File: src/rtl/hazard_pkg.sv
// Shared types and defaults for the hazard scoreboard and the datapath bypass muxes.
package hazard_pkg;
  localparam int HZ_AW       = 5;
  localparam int HZ_DEPTH    = 3;
  localparam int HZ_LOAD_LAT = 2;
  localparam int FWD_RF      = 0;

  typedef struct packed {
    logic              v;
    logic [HZ_AW-1:0]  rd;
    logic              ld;
  } hz_entry_t;
endpackage

File: src/rtl/fwd_match_port.sv
// Combinational youngest-match search for one read port; zero latency.
// Also flags a load-use hazard when the winning producer is a load that is not yet forwardable.
module fwd_match_port #(
  parameter int AW       = 5,
  parameter int DEPTH    = 3,
  parameter int LOAD_LAT = 2,
  parameter int SELW     = $clog2(DEPTH+1)
) (
  input  logic [DEPTH-1:0]    ent_v_i,
  input  logic [DEPTH*AW-1:0] ent_rd_i,
  input  logic [DEPTH-1:0]    ent_ld_i,
  input  logic [AW-1:0]       rs_i,
  input  logic                need_i,
  output logic [SELW-1:0]     sel_o,
  output logic                haz_o
);
  always_comb begin
    sel_o = '0;
    haz_o = 1'b0;
    if (need_i && (rs_i != '0)) begin
      // Scan oldest to youngest so the youngest hit overwrites older ones.
      for (int i = DEPTH-1; i >= 0; i--) begin
        if (ent_v_i[i] && (ent_rd_i[i*AW +: AW] == rs_i)) begin
          sel_o = SELW'(i+1);
          haz_o = ent_ld_i[i] && (i < LOAD_LAT);
        end
      end
    end
  end
endmodule

File: src/rtl/hazard_scoreboard_fwd.sv
// Tracks in-flight writes per post-decode stage; drives bypass selects (comb) and load-use stall (comb).
// Entry 0 updates one edge after issue; stall_in freezes the whole tracker, flush bubbles entry 0.
module hazard_scoreboard_fwd
  import hazard_pkg::*;
#(
  parameter int AW       = HZ_AW,
  parameter int NRP      = 2,
  parameter int DEPTH    = HZ_DEPTH,
  parameter int LOAD_LAT = HZ_LOAD_LAT,
  parameter int SELW     = $clog2(DEPTH+1)
) (
  input  logic                clk,
  input  logic                rst_n,
  input  logic                issue_valid,
  input  logic [AW-1:0]       issue_rd,
  input  logic                issue_we,
  input  logic                issue_load,
  input  logic                stall_in,
  input  logic                flush,
  input  logic [NRP*AW-1:0]   rs_addr,
  input  logic [NRP-1:0]      rs_need,
  output logic [NRP*SELW-1:0] fwd_sel,
  output logic                stall_out,
  output logic [DEPTH-1:0]    track_valid
);
  hz_entry_t [DEPTH-1:0] ent_q, ent_d;
  hz_entry_t             new_ent;

  logic [DEPTH-1:0]    ent_v, ent_ld;
  logic [DEPTH*AW-1:0] ent_rd;
  logic [NRP*SELW-1:0] sel_raw;
  logic [NRP-1:0]      haz;
  logic                stall_raw;

  always_comb begin
    for (int i = 0; i < DEPTH; i++) begin
      ent_v[i]            = ent_q[i].v;
      ent_ld[i]           = ent_q[i].ld;
      ent_rd[i*AW +: AW]  = ent_q[i].rd;
    end
  end

  for (genvar p = 0; p < NRP; p++) begin : g_port
    fwd_match_port #(
      .AW(AW), .DEPTH(DEPTH), .LOAD_LAT(LOAD_LAT), .SELW(SELW)
    ) u_match (
      .ent_v_i  (ent_v),
      .ent_rd_i (ent_rd),
      .ent_ld_i (ent_ld),
      .rs_i     (rs_addr[p*AW +: AW]),
      .need_i   (rs_need[p]),
      .sel_o    (sel_raw[p*SELW +: SELW]),
      .haz_o    (haz[p])
    );
  end

  assign stall_raw = |haz;

  always_comb begin
    new_ent = '0;
    if (issue_valid && !stall_raw && !flush && issue_we && (issue_rd != '0)) begin
      new_ent.v  = 1'b1;
      new_ent.rd = issue_rd;
      new_ent.ld = issue_load;
    end
    ent_d = ent_q;
    if (stall_in) begin
      if (flush) ent_d[0] = '0;
    end else begin
      for (int i = 1; i < DEPTH; i++) ent_d[i] = ent_q[i-1];
      ent_d[0] = new_ent;
    end
  end

  always_ff @(posedge clk) begin
    if (!rst_n) ent_q <= '0;
    else        ent_q <= ent_d;
  end

  // Outputs are masked during reset so consumers see a clean tracker immediately.
  assign fwd_sel     = rst_n ? sel_raw : '0;
  assign stall_out   = rst_n & stall_raw;
  assign track_valid = rst_n ? ent_v : '0;
endmodule

File: config.mk
export PLATFORM = sky130hd
export DESIGN_NAME = hazard_scoreboard_fwd
export DESIGN_NICKNAME = d
export VERILOG_FILES = /design/src/rtl/hazard_pkg.sv /design/src/rtl/fwd_match_port.sv /design/src/rtl/hazard_scoreboard_fwd.sv
export SDC_FILE = /design/constraint.sdc
export NUM_CORES = 1
export LEC_CHECK = 0
export ABC_CLOCK_PERIOD_IN_PS = 2200
export CORE_MARGIN = 3
export CORE_UTILIZATION = 48
export CTS_CLUSTER_DIAMETER = 40
export CTS_CLUSTER_SIZE = 14
export DETAILED_ROUTE_END_ITERATION = 6
export PLACE_DENSITY_LB_ADDON = 0.1
export SLEW_MARGIN = 20
export SYNTH_ARGS = -nofsm -noshare
export SYNTH_HDL_FRONTEND = slang
export SYNTH_SLANG_ARGS = --single-unit
export TNS_END_PERCENT = 20
File: constraint.sdc
create_clock -name clk -period 2.2 [get_ports clk]
set_input_delay 0.44 -clock clk [delete_from_list [all_inputs] [get_ports clk]]
set_output_delay 0.44 -clock clk [all_outputs]
set_load 0.005 [all_outputs]
---- After elaboration in Yosys (flattened, before gate mapping) ----
Cells that the tools add are included.
storage, ports and cells
  flip-flop bits (word level) ............. 20
  bits of input ports ..................... 24
  output and inout bits ................... 8
cells by class
  eq/ne operators ......................... 7
  multiplexer cells ....................... 19
  bitwise operators ....................... 1
  reduce and logical (&&, ||, !) cells .... 18
operators with widths
  operator                                       count
  equality test 5 bit                            6
  two-way mux 7 bit                              3
  two-way mux 2 bit                              8
  nonzero test 5 bit                             3
  logical AND 1 bit                              12
  two-way mux 1 bit                              6
  two-way mux 4 bit                              1
  two-way mux 3 bit                              1
  logical NOT 1 bit                              2
  != test 2 x 1 -> 1 bit, second input constant  1
  OR reduction 2 bit                             1
  bitwise AND 1 bit                              1

---- Depth between registers and ports, before layout ----
Gate-level depths: netlist (run 1).
  word-level depth ........................ 13
  depth in mapped cells ................... 6
  depth with buffers taken out ............ 6

---- Modules after synthesis ----
From an unflattened synthesis (run 1), not the netlist that was laid out.
second synthesis, totals
  cells, all modules ...................... 140
  area, all modules ....................... 1307.5 µm²
modules (own cells, without submodules)
  module                 times used  cells each  area each (µm²)
  hazard_scoreboard_fwd  1           78          839.6
  fwd_match_port         2           31          234.0

---- Worst setup path after synthesis (run 1) ----
OpenSTA, ideal clock, no wires.
  kind .................................... input-to-output
  start point ............................. in rs_addr[9]
  end point ............................... out stall_out
  arrival time ............................ 1595 ps
  slack ................................... 165 ps
  stages .................................. 6
  buffers on the path ..................... 0
  cells stage by stage .................... xor2_1 nor4_1 and3_2 a22oi_2 o32a_4 nor2b_1
on the way
  word-level cells in the longest chain between the ends .. 7
ends and longest elaborated chain
  item                            line                         text
  from (decl)                     hazard_scoreboard_fwd.sv:20  input logic [NRP*AW-1:0] rs_addr,
  equality test 5 bit             fwd_match_port.sv:23         if (ent_v_i[i] && (ent_rd_i[i*AW +: AW] == rs_i)) begin
  logical AND 1 bit               fwd_match_port.sv:23
  two-way mux 1 bit (2 in a row)  fwd_match_port.sv:23
  two-way mux 1 bit (*)           fwd_match_port.sv:20         if (need_i && (rs_i != '0)) begin
  OR reduction 2 bit (*)          hazard_scoreboard_fwd.sv:57  assign stall_raw = |haz;
  bitwise AND 1 bit (*)           hazard_scoreboard_fwd.sv:82  assign stall_out = rst_n & stall_raw;
  to (decl)                       hazard_scoreboard_fwd.sv:23  output logic stall_out,
Every way passes the cells marked *; elsewhere a longest branch is shown, timed or not.

---- Final worst setup path (run 1) ----
  start point ............................. reg ent_q[10] (netlist name)
  end point ............................... out stall_out
on the way
  word-level cells in the longest chain between the ends .. 7
ends and longest elaborated chain
  item                            line                         text
  from (decl)                     hazard_scoreboard_fwd.sv:26  hz_entry_t [DEPTH-1:0] ent_q, ent_d;
  from (signal assigned)          hazard_scoreboard_fwd.sv:77  else ent_q <= ent_d;
  equality test 5 bit             fwd_match_port.sv:23
  logical AND 1 bit               fwd_match_port.sv:23
  two-way mux 1 bit (2 in a row)  fwd_match_port.sv:23
  two-way mux 1 bit               fwd_match_port.sv:20
  OR reduction 2 bit (*)          hazard_scoreboard_fwd.sv:57
  bitwise AND 1 bit (*)           hazard_scoreboard_fwd.sv:82
Marked as above.

==> flow_summary.ini, run 1 <==
[yosys]
synth_area_um2 = 1270
avgSynthCellArea_um2 = 9.31
syn-num-nets = 160
yosys_register_bits = 20
yosys.cell_types.count = 32
syn_inst = 136
yosysTopAreaCell = dfxtp_1
yosysSeqAreaShare_pct = 31.6
ys.flop_type = dfxtp_1
synth-async-reset-ratio_pct = 0
synth.cells.most_frequent = dfxtp_1, xor2_1, nor2b_1
synth-edff-count = 0
yosysMostFrequentCell = dfxtp_1
synthTopCellsByArea = dfxtp_1, xor2_1, mux2i_1
netlist.area_leader.share_pct = 31.6
ys_warn_count = 0

[timing]
hold_ws_ps = 535
setup_viol = 3
max_clock_freq_mhz = 419
fin_crit_ps = 2390
tightest_slew_ps = 328
drv_slew = 0
hold_viol = 0
rsz0062_at_grt = true
fin_crit_sh_pct = 108
fin_skew_ps = 2.25
maxSlewHeadroom_pct = 77.9
worst_slack_ps = -186

[clock_tree]
cts_tree = built
cts.htree.levels = 1
clock_sinks = 20
cts_buffer_depth = 2
clkLatencyLatePin_ps = 300
cts.hold.buffers_added = 0
numCtsBuffers = 3
cts_root_buf = clkbuf_4
cts.clk_slew.worst_paths_ps = 100

[detailed_routing]
drt_iter0_markers = 23
drtPass1Iterations = 4
wl_um = 3530
wl_per_cell_um = 16.0
drcViolationCount = 0
vias = 1215
vias_per_cell = 5.50
ant_nets = 0

[run_status]
status = finished, violations left
violations = setup timing

[critical_path]
cp_slowest_cell = dfxtp_2
required_ps = 1760
start_kind = register
path_class = reg2out
crit_chain = xor2_1 -> nor4_1 -> and3_2 -> a22oi_2 -> o32a_4 -> nor2b_1 -> buf_2
crit_path_end_kind = output port
path_max_fanout = 2
critPathArrivalTime_ps = 1950
slowest_delay_ps = 350

[layout]
drive_gt1_share_pct = 32.1
diodes = 0
finalNetCount = 219
utilization_pct = 77.6
filler_cell_count = 185
final-instance-count-excl-fill = 221
syn_to_final_growth_pct = 44.7
stdcell_area_um2 = 1830

[placement]
dp_hpwl_um = 2790
postPlaceCellArea_um2 = 1790
dp_cells = 216
io_buffer_count = 31
place.gp.congestion = 0.869

[global_route]
grt_pass1_vias = 1233
grt_pass1_wl_um = 5770
grt_overflow_total = 0
grt_max_degree = 14
antenna_found_initial = 0
grt_util_all_layers_pct = 22.8

[power_and_ir_drop]
ir_worst_vdd_v = 0.000352
p_per_area_nw_per_um2 = 371
p_leak_uw = 0.000809

[floorplanning]
die_area_um2 = 3290
die_width_um = 57.4
core.rowCount = 17
core_area_um2 = 2360
start_util_pct = 53.6
ioPinCount = 32
die_h_um = 57.4

[hold_path]
holdCritPathClass = reg2reg

[run]
cap_violations = 0
[cell usage in the layout, fill, tap and decap left out, types with 2 or more instances in the layout]
master           count
buf_4               28
inv_1                2
dfxtp_2              8
xnor2_1             10
a32o_1               6
nor2_1               4
clkdlybuf4s15_2      6
and2_1               3
and3_1               3
dfxtp_1             12
nor3_1               2
a21oi_1              3
nand3_1              3
clkbuf_4             3
nand2_1              4
o21a_1               2
nor2b_1             14
nand2b_1             2
dlygate4sd2_1        3
and3b_1              2
xor2_1              19
or4_1                2
mux2i_1             13
buf_2                7
nand4b_1             2
clkdlybuf4s50_1     15
nor4_1               3
[sequential cells by signal, summed over array words and instances, names as in the netlist]
register  cells
ent_q        18
ent_ld        2
[worst max-delay path, delay by kind of cell, from the launching register on]
family / cells / cell delay, ps
compound gates: 2 / 380
xor+xnor: 1 / 150
buf+inv: 1 / 110
flops: 1 / 350
simple gates: 3 / 660
[per-stage QoR]
step | setup TNS [ps] | power, uW | worst slack [ps]
floorplan | 0 | 431 | 165
global placement | -5500 | 511 | -807
detailed placement | -5940 | 515 | -835
CTS | -163 | 685 | -110
global route | -840 | 718 | -314
finish | -355 | 679 | -186
[cell families (layout without fill, tap and decap cells)]
family | after synthesis | count (layout) | synth area share (%)
flip-flops | 20 | 20 | 31.6
AO/OA/AOI/OAI | 17 | 17 | 12.1
XOR/XNOR | 29 | 29 | 20.1
AND/OR/NAND/NOR | 49 | 49 | 23.5
buffers and inverters | 8 | 65 | 2.47
multiplexers | 13 | 13 | 10.3
[area by class of cell]
class | instances | area, um^2 | share of cell area (%)
clock buffers | 3 | 22.5 | 1.23
flip-flops and latches | 20 | 410 | 22.4
inverters | 2 | 7.51 | 0.410
repair buffers | 60 | 500 | 27.3
multi-input cells | 108 | 856 | 46.7
well taps | 28 | 35.0 | 1.91
[routing by layer]
metal  GRT usage (%)  up-vias  routed length [um]  part of all wire [%]
met5               0        -                   0                     0
met4            11.3        0                 114                   3.2
met3            3.17       12                 149                   4.2
met2            39.4       37                1770                    50
met1            27.2      568                1500                    42
li1                -      598                   -                     -
[path summary, 6_finish.rpt]
| kind | from | end | slack (ps) | depth (start not counted) |
|---|---|---|---|---|
| worst max-delay path | ent_q[10] | stall_out | -190 | 7 |
| worst min-delay path | ent_q[1] | ent_q[1] | 540 | 1 |
| worst max register to register | ent_q[10] | ent_q[1] | 250 | 7 |
| worst min register to register | ent_q[1] | ent_q[1] | 540 | 1 |
[where the power goes]
part	internal [uW]	switching (uW)	leakage (uW)	total, uW
Combinational	80.3	60.2	0.000629	140
Clock	63.9	106	0.0000138	170
Sequential	365	3.68	0.000165	368
Total	509	170	0.000809	679
[what timing repair did]
| item | 4_1_cts | 5_1_grt |
|---|---|---|
| buffers inserted | 2 | 0 |
| pin swaps | 9 | 2 |
| resized for setup | 59 | 4 |
| setup endpoints to repair | 8 | 5 |
Power figures use the tool's default switching activity.
==> run 2: changes to the inputs <==
SKIP_CTS_REPAIR_TIMING = 1   (was not set)
==> run 2 against run 1 <==
Net effect: largest power group unchanged; worst setup slack lost 85 ps; the run still ends with setup timing left; core utilization is 3.9 points higher; count of clock-buffer cells in the layout stayed put; fmax fell by 3.4%.
==> flow_summary.ini, run 2 (same netlist as run 1, synthesis figures left out) <==
[run_status]
status = finished, violations left
violations = setup timing

[clock_tree]
cts.clk_slew.worst_paths_ps = 100
cts_buffer_depth = 2
numCtsBuffers = 3
cts_root_buf = clkbuf_4
clock_sinks = 20
clkLatencyLatePin_ps = 320
cts_tree = built
cts.htree.levels = 1

[global_route]
grt_overflow_total = 0
grt_util_all_layers_pct = 21.7
antenna_found_initial = 0
grt_pass1_wl_um = 5520
grt_pass1_vias = 1177
grt_max_degree = 14

[timing]
hold_viol = 0
tightest_slew_ps = 344
max_clock_freq_mhz = 405
worst_slack_ps = -271
maxSlewHeadroom_pct = 77.1
fin_crit_ps = 2470
fin_skew_ps = 7.45
setup_viol = 4
rsz0062_at_grt = true
drv_slew = 0
hold_ws_ps = 557
fin_crit_sh_pct = 112

[floorplanning]
die_width_um = 57.4
die_h_um = 57.4
core_area_um2 = 2360
core.rowCount = 17
start_util_pct = 53.6
die_area_um2 = 3290
ioPinCount = 32

[critical_path]
required_ps = 1760
cp_slowest_cell = nor4_1
path_class = reg2out
slowest_delay_ps = 360
start_kind = register
r2r_end = ent_q[1]
crit_chain = xor2_1 -> nor4_1 -> and3_2 -> a22oi_2 -> o32a_4 -> nor2b_1 -> buf_2
timing.rr.start = ent_q[9]
crit_end = stall_out
r2r_cells = 7
critPathArrivalTime_ps = 2030
crit_path_end_kind = output port
crit_start = ent_q[9]
path_max_fanout = 2
r2r_slack_ps = 180

[placement]
place.gp.congestion = 0.869
dp_hpwl_um = 2790
io_buffer_count = 31
postPlaceCellArea_um2 = 1790

[layout]
drive_gt1_share_pct = 29.9
regMostFlops = ent_q
filler_cell_count = 155
syn_to_final_growth_pct = 52.0
stdcell_area_um2 = 1920
finalNetCount = 220
final_cell_mix = buf_4, xor2_1, clkdlybuf4s50_1
largest_reg_flops = 18
diodes = 0
final_common_cell = buf_4

[detailed_routing]
drcViolationCount = 0
drt_iter0_markers = 54
drtPass1Iterations = 4
vias = 1273
wl_per_cell_um = 18.0
vias_per_cell = 5.73
wl_um = 3990
ant_nets = 0

[power_and_ir_drop]
ir_worst_vdd_v = 0.000344
p_per_area_nw_per_um2 = 363
finalPower_uw = 699
p_leak_uw = 0.000935

[run]
cap_violations = 0

[hold_path]
holdCritPathClass = reg2reg
-- run 2: cell types whose count changed in the layout (fill, tap and decap cells not counted), sizes merged --
cell,previous run,this run
buf,36,33
clkbuf,3,4
clkdlybuf4s15,6,0
dlygate4sd2,3,0
dlymetal6s2s,0,12
-- run 2: cell type report --
| cell class | count | area [um^2] | area share [%] |
|---|---|---|---|
| multi-input combinational | 108 | 900 | 46.7 |
| tap | 28 | 35.0 | 1.82 |
| clock buffer | 3 | 22.5 | 1.17 |
| inverter | 2 | 7.51 | 0.390 |
| sequential | 20 | 410 | 21.3 |
| timing repair buffer | 61 | 549 | 28.5 |
-- run 2: where the power goes --
part | total, uW | switching (uW) | internal, uW
Sequential | 368 | 4.06 | 364
Combinational | 151 | 66.1 | 84.5
Clock | 180 | 116 | 64.2
-- run 2: worst min path at each step --
stage	from	end	slack (ps)	cells after the start
final	ent_q[20]	ent_q[20]	560	2
after global routing	ent_ld[0]	ent_ld[0]	580	1
after CTS	ent_ld[0]	ent_ld[0]	560	1
after detailed placement	ent_ld[0]	ent_ld[0]	530	1
after global placement	ent_ld[0]	ent_ld[0]	500	1
after floorplan	ent_ld[0]	ent_ld[0]	470	1
-- run 2: critical path, delay by kind of cell, from the launching register on --
kind            cells  cell delay [ps]
simple gates        3              720
buf+inv             1              110
xor+xnor            1              160
compound gates      2              380
flops               1              350
-- run 2: through the flow --
| step | setup TNS, ps | util (%) | worst slack [ps] | cells |
|---|---|---|---|---|
| floorplan | 0 | - | 165 | 136 |
| global placement | -5500 | 75.8 | -807 | 216 |
| detailed placement | -5940 | 75.8 | -835 | 216 |
| CTS | -3820 | 76.8 | -835 | 219 |
| global route | -1360 | 81.5 | -424 | 222 |
| finish | -640 | 81.5 | -271 | 222 |
-- run 2: metal layers --
metal | track usage [%] | share of wire [%]
met4 | 8.61 | 1.5
met5 | 0 | 0
met3 | 2.94 | 5.6
met1 | 26.7 | 39
met2 | 37.6 | 54
==> run 3: changes to the inputs <==
CORE_UTILIZATION = 49   (was 48)
SYNTH_HIERARCHICAL = 1   (was not set)
==> run 3 against run 2 <==
Net effect: the flow still finishes with violations (setup timing); clock power grew 76%; worst hold slack better by 6.4 ps; synthesized cell count increased by 0.74%; via count fell by 3.3%; highest routed layer unchanged.
==> flow_summary.ini, run 3 <==
[critical_path]
path_max_fanout = 3
crit_path_end_kind = output port
path_class = reg2out
required_ps = 1760
crit_start = ent_q[9]
r2r_end = ent_ld[0]
critPathArrivalTime_ps = 2160
start_kind = register
timing.rr.start = ent_q[9]
crit_end = stall_out
r2r_slack_ps = -10
r2r_cells = 9

[floorplanning]
core.rowCount = 17
ioPinCount = 32
die_h_um = 56.9
core_area_um2 = 2340
die_width_um = 56.9
start_util_pct = 54.3
die_area_um2 = 3240

[detailed_routing]
drt_iter0_markers = 38
vias = 1231
vias_per_cell = 5.67
ant_nets = 0
wl_per_cell_um = 16.4
drtPass1Iterations = 5
wl_um = 3570
drcViolationCount = 0

[layout]
syn_to_final_growth_pct = 46.8
drive_gt1_share_pct = 26.5
final-instance-count-excl-fill = 217
regMostFlops = ent_q
diodes = 0
filler_cell_count = 151
stdcell_area_um2 = 1870
finalNetCount = 214
final_common_cell = xor2_1
largest_reg_flops = 18
final_cell_mix = xor2_1, buf_4, clkdlybuf4s50_1

[placement]
io_buffer_count = 31
dp_cells = 207
post-place-ws_ps = -815
dp_hpwl_um = 2470
place.gp.congestion = 0.893
postPlaceCellArea_um2 = 1710

[clock_tree]
cts.clk_slew.worst_paths_ps = 120
numCtsBuffers = 3
cts_root_buf = clkbuf_4
cts_buffer_depth = 2
cts_tree = built
clkLatencyLatePin_ps = 320
cts.htree.levels = 1
clock_sinks = 20

[global_route]
use_met3_pct = 4.98
antenna_found_initial = 0
grt_overflow_total = 0
grtUsageMet1_pct = 22.8
grt_max_degree = 16
grt_pass1_vias = 1116
globalRoute.busiestLayer = met2
gr-usage-met2_pct = 34.4
grt_pass1_wl_um = 5000
grt_util_all_layers_pct = 19.9

[timing]
fin_crit_ps = 2600
drv_slew = 0
setup_viol = 8
worst_slack_ps = -400
maxSlewHeadroom_pct = 74.6
tightest_slew_ps = 380
rsz0062_at_grt = true
max_clock_freq_mhz = 385
fin_skew_ps = 5.51
hold_viol = 0
fin_crit_sh_pct = 118

[yosys]
synth_area_um2 = 1270
avgSynthCellArea_um2 = 9.28
syn-num-nets = 161
syn_inst = 137
ys_warn_count = 6

[run_status]
violations = setup timing
status = finished, violations left

[power_and_ir_drop]
netSwitchingFraction_pct = 23.5
seqPwrFrac_pct = 45.1
p_sw_uw = 192
p_leak_uw = 0.000908
p_per_area_nw_per_um2 = 437
pwr-share-comb_pct = 16.1
finalPower_uw = 815
ir_worst_vdd_v = 0.000419
p_int_uw = 623
p_clk_share_pct = 38.8

[hold_path]
holdCritPathClass = reg2reg

[run]
cap_violations = 0
==> run 3: final cells by class <==
cell class | instances | area [um^2] | area share, %
Multi-Input combinational cell | 108 | 860 | 46.1
Timing Repair Buffer | 54 | 497 | 26.6
Inverter | 3 | 11.3 | 0.604
Sequential cell | 20 | 410 | 22.0
Tap cell | 28 | 35.0 | 1.88
Clock inverter | 1 | 30.0 | 1.61
Clock buffer | 3 | 22.5 | 1.21
==> run 3: worst max-delay path: stages, from the launching register on <==
cell and delay, ps:
dfxtp_4 380, xor2_1 140, nor4_1 360, and3_1 280, buf_4 130, nand3b_1 90
a21oi_2 150, nor2_1 70, nor2b_1 100, dlymetal6s2s_1 130
==> run 3: worst min path at each step <==
stage | cells after the start | end | startpoint
CTS | 1 | ent_ld[0] | ent_ld[0]
finish | 2 | ent_q[16] | ent_q[16]
global route | 2 | ent_q[16] | ent_q[16]
global placement | 1 | ent_ld[0] | ent_ld[0]
floorplan | 1 | ent_ld[0] | ent_ld[0]
detailed placement | 1 | ent_ld[0] | ent_ld[0]
==> run 3: routing by layer <==
metal / part of all wire, % / up-vias / routed length [um]
li1: - / 576 / -
met1: 40 / 578 / 1420
met2: 51 / 58 / 1820
met3: 5.9 / 19 / 212
met4: 3.3 / 0 / 117
met5: 0 / - / 0
==> run 3: metrics by stage <==
step | utilization [%] | TNS [ps] | hold slack (ps)
global route | 79.7 | -1870 | 574
CTS | 75.3 | -4370 | 577
global placement | 73.0 | -6270 | 525
detailed placement | 73.0 | -6730 | 550
finish | 79.7 | -1300 | 564
floorplan | - | 0 | 484
==> run 3: power groups by stage <==
stage          clock network, uW  registers [uW]  logic [uW]
2_1_floorplan                  0             376        52.9
3_3_place_gp                   0             376         123
3_5_place_dp                   0             376         126
4_1_cts                      321             368         127
5_1_grt                      333             368         138
6_report                     316             367         131
